$ cat config.mk
export PLATFORM = sky130hd
export DESIGN_NAME = smart_meter_energy_sampler
export DESIGN_NICKNAME = d
export VERILOG_FILES = /design/src/rtl/smart_meter_energy_sampler.sv
export SDC_FILE = /design/constraint.sdc
export NUM_CORES = 1
export LEC_CHECK = 0
export ABC_CLOCK_PERIOD_IN_PS = 4500
export CAP_MARGIN = 15
export CORE_ASPECT_RATIO = 0.5
export CORE_MARGIN = 2
export CORE_UTILIZATION = 59
export CTS_BUF_LIST = sky130_fd_sc_hd__clkbuf_8
export CTS_CLUSTER_SIZE = 40
export DETAILED_ROUTE_END_ITERATION = 8
export GPL_TIMING_DRIVEN = 1
export PLACE_DENSITY_LB_ADDON = 0.3
export SLEW_MARGIN = 25
export SYNTH_ARGS = -nofsm -noshare
export SYNTH_HDL_FRONTEND = slang
export SYNTH_SLANG_ARGS = --single-unit
export TNS_END_PERCENT = 20
$ cat constraint.sdc
create_clock -name clk_clk -period 4.5 [get_ports clk_clk]
set_input_delay 0.9 -clock clk_clk [delete_from_list [all_inputs] [get_ports clk_clk]]
set_output_delay 0.9 -clock clk_clk [all_outputs]
set_load 0.02 [all_outputs]
$ cat src/rtl/smart_meter_energy_sampler.sv
// -----------------------------------------------------------------------------
// smart_meter_energy_sampler
// Accumulates signed power samples into windows of 2^LOG2_WIN samples and
// reports the scaled positive (export) and negative (import) averages, with a
// sticky flag when a partial window is abandoned because samples stopped.
//
// Ports
//   clk_clk        in   1  clock, rising edge
//   reset_reset    in   1  synchronous active-high reset
//   enable         in   1  run control; low holds the block idle
//   sample_in      in  12  signed power sample (+ export, - import)
//   sample_valid   in   1  sample_in qualifier, one cycle per sample
//   data_pos_out   out  8  scaled average of positive power, last window
//   data_neg_out   out  8  scaled average of negative-power magnitude
//   data_valid_out out  1  one-cycle pulse when new averages are posted
//   sample_timeout out  1  sticky: a partial window was aborted on timeout
// -----------------------------------------------------------------------------
module smart_meter_energy_sampler #(
    parameter int unsigned LOG2_WIN  = 4,
    parameter int unsigned OUT_SHIFT = 3,
    parameter int unsigned TIMEOUT   = 1000
) (
    input  logic        clk_clk,
    input  logic        reset_reset,
    input  logic        enable,
    input  logic [11:0] sample_in,
    input  logic        sample_valid,
    output logic [7:0]  data_pos_out,
    output logic [7:0]  data_neg_out,
    output logic        data_valid_out,
    output logic        sample_timeout
);

    localparam int unsigned SAMPLE_W = 12;
    localparam int unsigned ACC_W    = SAMPLE_W + LOG2_WIN;
    localparam int unsigned CNT_W    = LOG2_WIN;
    localparam int unsigned GAP_W    = 16;
    localparam int unsigned WIN      = 1 << LOG2_WIN;
    localparam int unsigned SHIFT    = LOG2_WIN + OUT_SHIFT;

    typedef enum logic {
        IDLE  = 1'b0,
        ACCUM = 1'b1
    } state_e;

    state_e             state_q;
    logic [ACC_W-1:0]   pos_acc_q;
    logic [ACC_W-1:0]   neg_acc_q;
    logic [CNT_W-1:0]   count_q;
    logic [GAP_W-1:0]   gap_q;
    logic [7:0]         data_pos_q;
    logic [7:0]         data_neg_q;
    logic               data_valid_q;
    logic               timeout_q;

    logic               sample_is_pos;
    logic               sample_is_neg;
    logic [11:0]        sample_mag;
    logic [ACC_W-1:0]   pos_sum;
    logic [ACC_W-1:0]   neg_sum;
    logic [ACC_W-1:0]   pos_scaled;
    logic [ACC_W-1:0]   neg_scaled;
    logic [7:0]         pos_sat;
    logic [7:0]         neg_sat;
    logic               window_done;
    logic               timeout_hit;

    // Sample classification, window sums including the current sample, scaling
    always_comb begin
        sample_is_neg = sample_in[11];
        sample_is_pos = !sample_in[11] && (|sample_in);
        // -2048 negates to 12'h800, which read unsigned is the required 2048
        sample_mag    = sample_is_neg ? 12'(-sample_in) : sample_in;

        pos_sum = pos_acc_q + (sample_is_pos ? ACC_W'(sample_in)  : '0);
        neg_sum = neg_acc_q + (sample_is_neg ? ACC_W'(sample_mag) : '0);

        pos_scaled = pos_sum >> SHIFT;
        neg_scaled = neg_sum >> SHIFT;
        pos_sat    = (pos_scaled > ACC_W'(255)) ? 8'hFF : pos_scaled[7:0];
        neg_sat    = (neg_scaled > ACC_W'(255)) ? 8'hFF : neg_scaled[7:0];

        window_done = (count_q == CNT_W'(WIN - 1));
        timeout_hit = (gap_q == GAP_W'(TIMEOUT - 1));
    end

    // Control FSM plus accumulator, counter and output registers
    always_ff @(posedge clk_clk) begin
        if (reset_reset) begin
            state_q      <= IDLE;
            pos_acc_q    <= '0;
            neg_acc_q    <= '0;
            count_q      <= '0;
            gap_q        <= '0;
            data_pos_q   <= '0;
            data_neg_q   <= '0;
            data_valid_q <= 1'b0;
            timeout_q    <= 1'b0;
        end else begin
            data_valid_q <= 1'b0;
            case (state_q)
                IDLE: begin
                    pos_acc_q <= '0;
                    neg_acc_q <= '0;
                    count_q   <= '0;
                    gap_q     <= '0;
                    timeout_q <= 1'b0;
                    if (enable) begin
                        state_q <= ACCUM;
                    end
                end
                ACCUM: begin
                    if (!enable) begin
                        // Leaving: any partial window is dropped silently
                        state_q   <= IDLE;
                        pos_acc_q <= '0;
                        neg_acc_q <= '0;
                        count_q   <= '0;
                        gap_q     <= '0;
                        timeout_q <= 1'b0;
                    end else if (sample_valid) begin
                        gap_q <= '0;
                        if (window_done) begin
                            data_pos_q   <= pos_sat;
                            data_neg_q   <= neg_sat;
                            data_valid_q <= 1'b1;
                            pos_acc_q    <= '0;
                            neg_acc_q    <= '0;
                            count_q      <= '0;
                        end else begin
                            pos_acc_q <= pos_sum;
                            neg_acc_q <= neg_sum;
                            count_q   <= count_q + CNT_W'(1);
                        end
                    end else if (count_q != '0) begin
                        // Gap counting only runs inside a partial window
                        if (timeout_hit) begin
                            pos_acc_q <= '0;
                            neg_acc_q <= '0;
                            count_q   <= '0;
                            gap_q     <= '0;
                            timeout_q <= 1'b1;
                        end else begin
                            gap_q <= gap_q + GAP_W'(1);
                        end
                    end
                end
                default: begin
                    state_q <= IDLE;
                end
            endcase
        end
    end

    assign data_pos_out   = data_pos_q;
    assign data_neg_out   = data_neg_q;
    assign data_valid_out = data_valid_q;
    assign sample_timeout = timeout_q;

endmodule
==> Word level (Yosys, flattened, before mapping) <==
Index checks and enable logic that the tools add are counted.
{ "totals": {"out_inout_bits": 18, "wordCells": 66, "mem_bits_ro": 0, "latchBits": 0, "in_bits": 16, "ram_bits": 0, "register_bits": 71, "n_memories": 0} }
{ "classes": {"n_addsub": 5, "eq_ne": 7, "magnitude_cmp": 2, "bitwise_logic": 3, "shifts": 0, "reduce_logical": 8, "n_mux": 32, "div_mod_pow": 0, "n_mul": 0} }
{ "op_table": {"columns": ["op", "count"], "rows": [
  ["$mux W16", 12],
  ["$pmux W16 S2", 3],
  ["$add A16 B12 Y16", 2],
  ["$mux W12", 2],
  ["$mux W4", 5],
  ["$gt A9 B8 Y1 const B", 2],
  ["$add A16 B1 Y16 const B", 1],
  ["$eq A16 B10 Y1 const B", 1],
  ["$mux W8", 2],
  ["$neg A12 Y12", 1],
  ["$reduce_or A12 Y1", 1],
  ["$ne A4 B3 Y1 const B", 2],
  ["$pmux W4 S2", 1],
  ["$mux W1", 6],
  ["$ne A3 B2 Y1 const B", 2],
  ["$add A4 B1 Y4 const B", 1],
  ["$eq A4 B4 Y1 const B", 1],
  ["$reduce_and A4 Y1", 1],
  ["$reduce_bool A4 Y1", 1],
  ["$reduce_or A4 Y1", 1],
  ["$ne A3 B3 Y1 const B", 1],
  ["$not A1 Y1", 3],
  ["$reduce_and A3 Y1", 1],
  ["$pmux W1 S2", 1],
  ["3 further kinds", 3]
]} }

==> Longest topological paths before layout <==
{ "depth": {"word_depth": 8, "ltp_mapped": 15, "ltp_nobuf": 15} }

==> Worst setup path before layout <==
No wires, ideal clock.
{ "synth_path": {"kind": "input-to-reg", "startpoint": "input port sample_in[3]", "endpoint": "register data_pos_q[5] (netlist: data_pos_out[5])", "t_arrival_ps": 3973, "setup_ps": 86, "path_slack_ps": 442, "t_required_ps": 4414, "cell_stages": 14, "path_buffers": 1, "path_cell_list": "or4_4 -> or4_4 -> nor3_2 -> nor2_1 -> and2_1 -> ha_1 -> clkbuf_1 -> a21oi_1 -> nand2_1 -> and3_1 -> a2111oi_4 -> a21oi_1 -> xnor2_1 -> a211oi_1"} }
{ "synth_between": {"elab_chain_len": 6} }
{ "synth_rtl": {"columns": ["item", "line", "text"], "rows": [
  ["start: declaration", "26", "input logic [11:0] sample_in,"],
  ["$reduce_or A12 Y1", "71", "sample_is_pos = !sample_in[11] && (|sample_in);"],
  ["$logic_and A1 B1 Y1", "71", null],
  ["$mux W12 (*)", "75", "pos_sum = pos_acc_q + (sample_is_pos ? ACC_W'(sample_in) : '0);"],
  ["$add A16 B12 Y16 (*)", "75", null],
  ["$gt A9 B8 Y1", "80", "pos_sat = (pos_scaled > ACC_W'(255)) ? 8'hFF : pos_scaled[7:0];"],
  ["$mux W8 (*)", "80", null],
  ["end signal: assignment", "124", "data_pos_q <= pos_sat;"],
  ["end: declaration", "51", "logic [7:0] data_pos_q;"]
]} }
Mark *: on every way between the ends. The rest lies on a longest branch, timed or not.
A chain may end at the register's enable or synchronous reset.

==> Worst setup path after layout <==
{ "layout_path": {"startpoint": "input port sample_in[3]", "endpoint": "register pos_acc_q[14]"} }
{ "layout_between": {"elab_chain_len": 8} }
{ "layout_rtl": {"columns": ["item", "line", "text"], "rows": [
  ["$reduce_or A12 Y1", "71", null],
  ["$logic_and A1 B1 Y1", "71", null],
  ["$mux W12 (*)", "75", null],
  ["$add A16 B12 Y16 (*)", "75", null],
  ["$mux W16 (*)", "123", "if (window_done) begin"],
  ["$mux W16 (*)", "121", "end else if (sample_valid) begin"],
  ["$mux W16 (*)", "113", "if (!enable) begin"],
  ["$pmux W16 S2 (*)", "101", "case (state_q)"],
  ["end signal: assignment", "131", "pos_acc_q <= pos_sum;"],
  ["end: declaration", "47", "logic [ACC_W-1:0] pos_acc_q;"]
]} }
Marked as above.

==> reports/metrics.cfg <==
[die]
core-area_sq_um = 6810
ios = 34
dieArea_sq_um = 7880
fp.dieW_um = 124
initial_core_util_pct = 61.9
die_h_um = 63.8
row_count = 21

[route]
drt_iter0_markers = 290
vias = 3851
wire_per_inst_um = 14.4
drc_errors = 0
totalWireLength_mm = 9.55
drt-vias-per-instance = 5.83
dr.pass1.iters = 4
postRouteAntennaNets = 0

[critical_path]
crit_path_end_kind = flop
worstSetupPathType = primary input to flop
worstPathBufferInverterCount = 3
slowest_stage = or4_4
start_kind = primary input
cpPeakStageDelay_ns = 0.55
critPathMaxFanout = 5
arrival_ns = 4.58
cp_cell_sequence = clkdlybuf4s50_1 > or4_4 > or4_4 > nor3_2 > nor2_1 > buf_4 > and2_1 > ha_1 > nand4_1 > a211oi_2 > a2111oi_4 > buf_4 > a211oi_4 > o21ai_0 > a22o_1
critical_path.top_delay_family = simple AND/OR/NAND/NOR gates
required_ns = 4.76

[placement]
post-dp-hpwl_mm = 6.93
gp_congestion = 0.915
io_buffers = 33
placed_area_sq_um = 4830

[power_and_ir_drop]
swShare_pct = 25.8
p_int_w = 0.000937
ir_worst_vdd_mv = 0.141
p_seq_share_pct = 50.0
finalPower_w = 0.00126
p_clk_share_pct = 41.1
p_leak_nw = 1.96
net-switching-power_w = 0.000326
p_per_area_nw_per_um2 = 250
power_frac_comb_pct = 9.0

[global_route]
grt_pass1_wl_mm = 16.3
grt_max_degree = 27
grt_pass1_vias = 3650
antenna_found_initial = 0
grt_usage_pct = 26.2
globalRouteOverflowTotal = 0

[sta]
worst_pin_slew_ns = 0.760
relSlewSlack_pct = 49.2
fin_worst_skew_ns = 0.00727
finalHoldViolCount = 0
finalCriticalPeriod_ns = 4.33
min_period_over_period_pct = 96.2
setup_violations = 0
fmax_mhz = 231
finalMaxSlewViolations = 0
rsz0062_at_grt = true
fin_tns_setup_ns = 0

[layout]
multi_input_area_sq_um = 2700
final_area_sq_um = 5050
antennaDiodeCount = 0
seqCellArea_sq_um = 1420
layout-drive-gt1-share_pct = 12.5
nFillCells = 488
nNetsFinal = 610
area_growth_pct = 19.7

[flow_run]
max-cap-violations = 0

[synthesis]
async_flop_share_pct = 0
synth_seq_cells = 71
syn_area_sq_um = 4220
yosysMostFrequentCell = dfxtp_1
dominantRegCellSynth = dfxtp_1
syn_area_per_cell_sq_um = 8.33
ys_seq_area_share_pct = 33.7
synthDistinctLibCells = 58
synthTopCellsByCount = 71 x dfxtp_1, 62 x nor2_1, 38 x nand2_1, 38 x o21ai_0, 28 x ha_1
synth_edf_count = 0
synth_area_leaders = dfxtp_1 34%, ha_1 8.3%, nor2_1 5.5%, o21ai_0 4.5%, xnor2_1 4.4%
synth.largest_area_cell = dfxtp_1
syn_inst = 506
synth_top_area_share_pct = 33.7
synth_nets = 552
ys_warn_count = 0

[clocking]
post_cts_buffers = 0
ctsLongestPathBuffers = 2
clk_pin_slew_ns = 0.08
cts_buffers = 9
cts_tree = built
h-tree-depth = 3
clk_latency_ns = 0.36
root_buffer = clkbuf_8
cts_sinks = 71

[status]
outcome = finished, final reports clean

[worst_hold_path]
hold_class = flop to flop

cell type report:
type                            count  share of cell area [%]
Clock inverter                      7                    1.49
Sequential cell                    71                    28.2
Inverter                           12                   0.892
Timing Repair Buffer               64                    11.2
Clock buffer                        9                    2.45
Multi-Input combinational cell    406                    53.6
Tap cell                           92                    2.28
worst paths after layout:
path / from / end / slack [ns] / depth (start not counted)
worst max-delay path: sample_in[3] / pos_acc_q[14]$_SDFFE_PP0P_ / 0.17 / 15
worst min-delay path: neg_acc_q[6]$_SDFFE_PP0P_ / neg_acc_q[6]$_SDFFE_PP0P_ / 0.46 / 2
worst max register to register: pos_acc_q[0]$_SDFFE_PP0P_ / pos_acc_q[14]$_SDFFE_PP0P_ / 1.88 / 11
worst min register to register: neg_acc_q[6]$_SDFFE_PP0P_ / neg_acc_q[6]$_SDFFE_PP0P_ / 0.46 / 2
stage by stage:
stage | utilization (%) | setup slack (ns) | hold WS [ns] | instances
after floorplan | - | 0.442 | 0.432 | 506
after global placement | 70.9 | -0.0655 | 0.443 | 645
after detailed placement | 70.9 | -0.251 | 0.453 | 645
after CTS | 73.9 | 0.126 | 0.471 | 661
after global routing | 74.2 | -0.00273 | 0.509 | 661
final | 74.2 | 0.173 | 0.464 | 661
tightest hold or removal path: stages (launching register included):
cell     delay (ns)
dfxtp_1        0.33
nand2_1        0.05
o21ai_0        0.05
timing repair:
action | in CTS | in global routing
hold buffers | 0 | 0
resized for setup | 0 | 5
endpoints found under the setup margin | 0 | 4
placed cells by master (no fill, tap or decap), types with 10 or more instances in the layout:
master            n
a21oi_1          24
a22o_1           10
a311oi_1         10
and2_1           14
buf_4            31
clkdlybuf4s50_1  33
dfxtp_1          71
ha_1             27
inv_1            13
nand2_1          38
nor2_1           62
nor3_1           20
o21ai_0          37
xnor2_1          20
xor2_1           19
power by group through the flow:
| stage | registers [W] | clock network [W] | logic, W |
|---|---|---|---|
| after floorplan | 0.000646 | 0 | 0.0000653 |
| after global placement | 0.000646 | 0 | 0.000109 |
| after detailed placement | 0.000646 | 0 | 0.000111 |
| after CTS | 0.000631 | 0.000526 | 0.000111 |
| after global routing | 0.000632 | 0.000559 | 0.000125 |
| final | 0.000631 | 0.000519 | 0.000113 |
routing by layer:
layer,GRT usage (%),up-vias,wire (um)
li1,-,1941,-
met1,36.0,1790,4760
met2,41.3,104,4220
met3,6.43,16,470
met4,6.96,0,105
met5,0,-,0
kinds of logic after synthesis:
logic type,after synthesis,share of synthesized area (%)
AOI/OAI and AO/OA,128,20.8
and+or+nand+nor,206,24.8
buffers and inverters,29,2.64
other,1,0.0890
DFF,71,33.7
adders and majority gates,30,9.26
xor gates and xnor gates,41,8.70
flip-flops by register name, summed over array words and instances, names as in the netlist:
name / flops
gap_q: 16
sample_timeout: 1
state_q: 1
data_neg_out: 8
count_q: 4
pos_acc_q: 16
neg_acc_q: 16
data_pos_out: 8
data_valid_out: 1
Power figures use the tool's default switching activity.
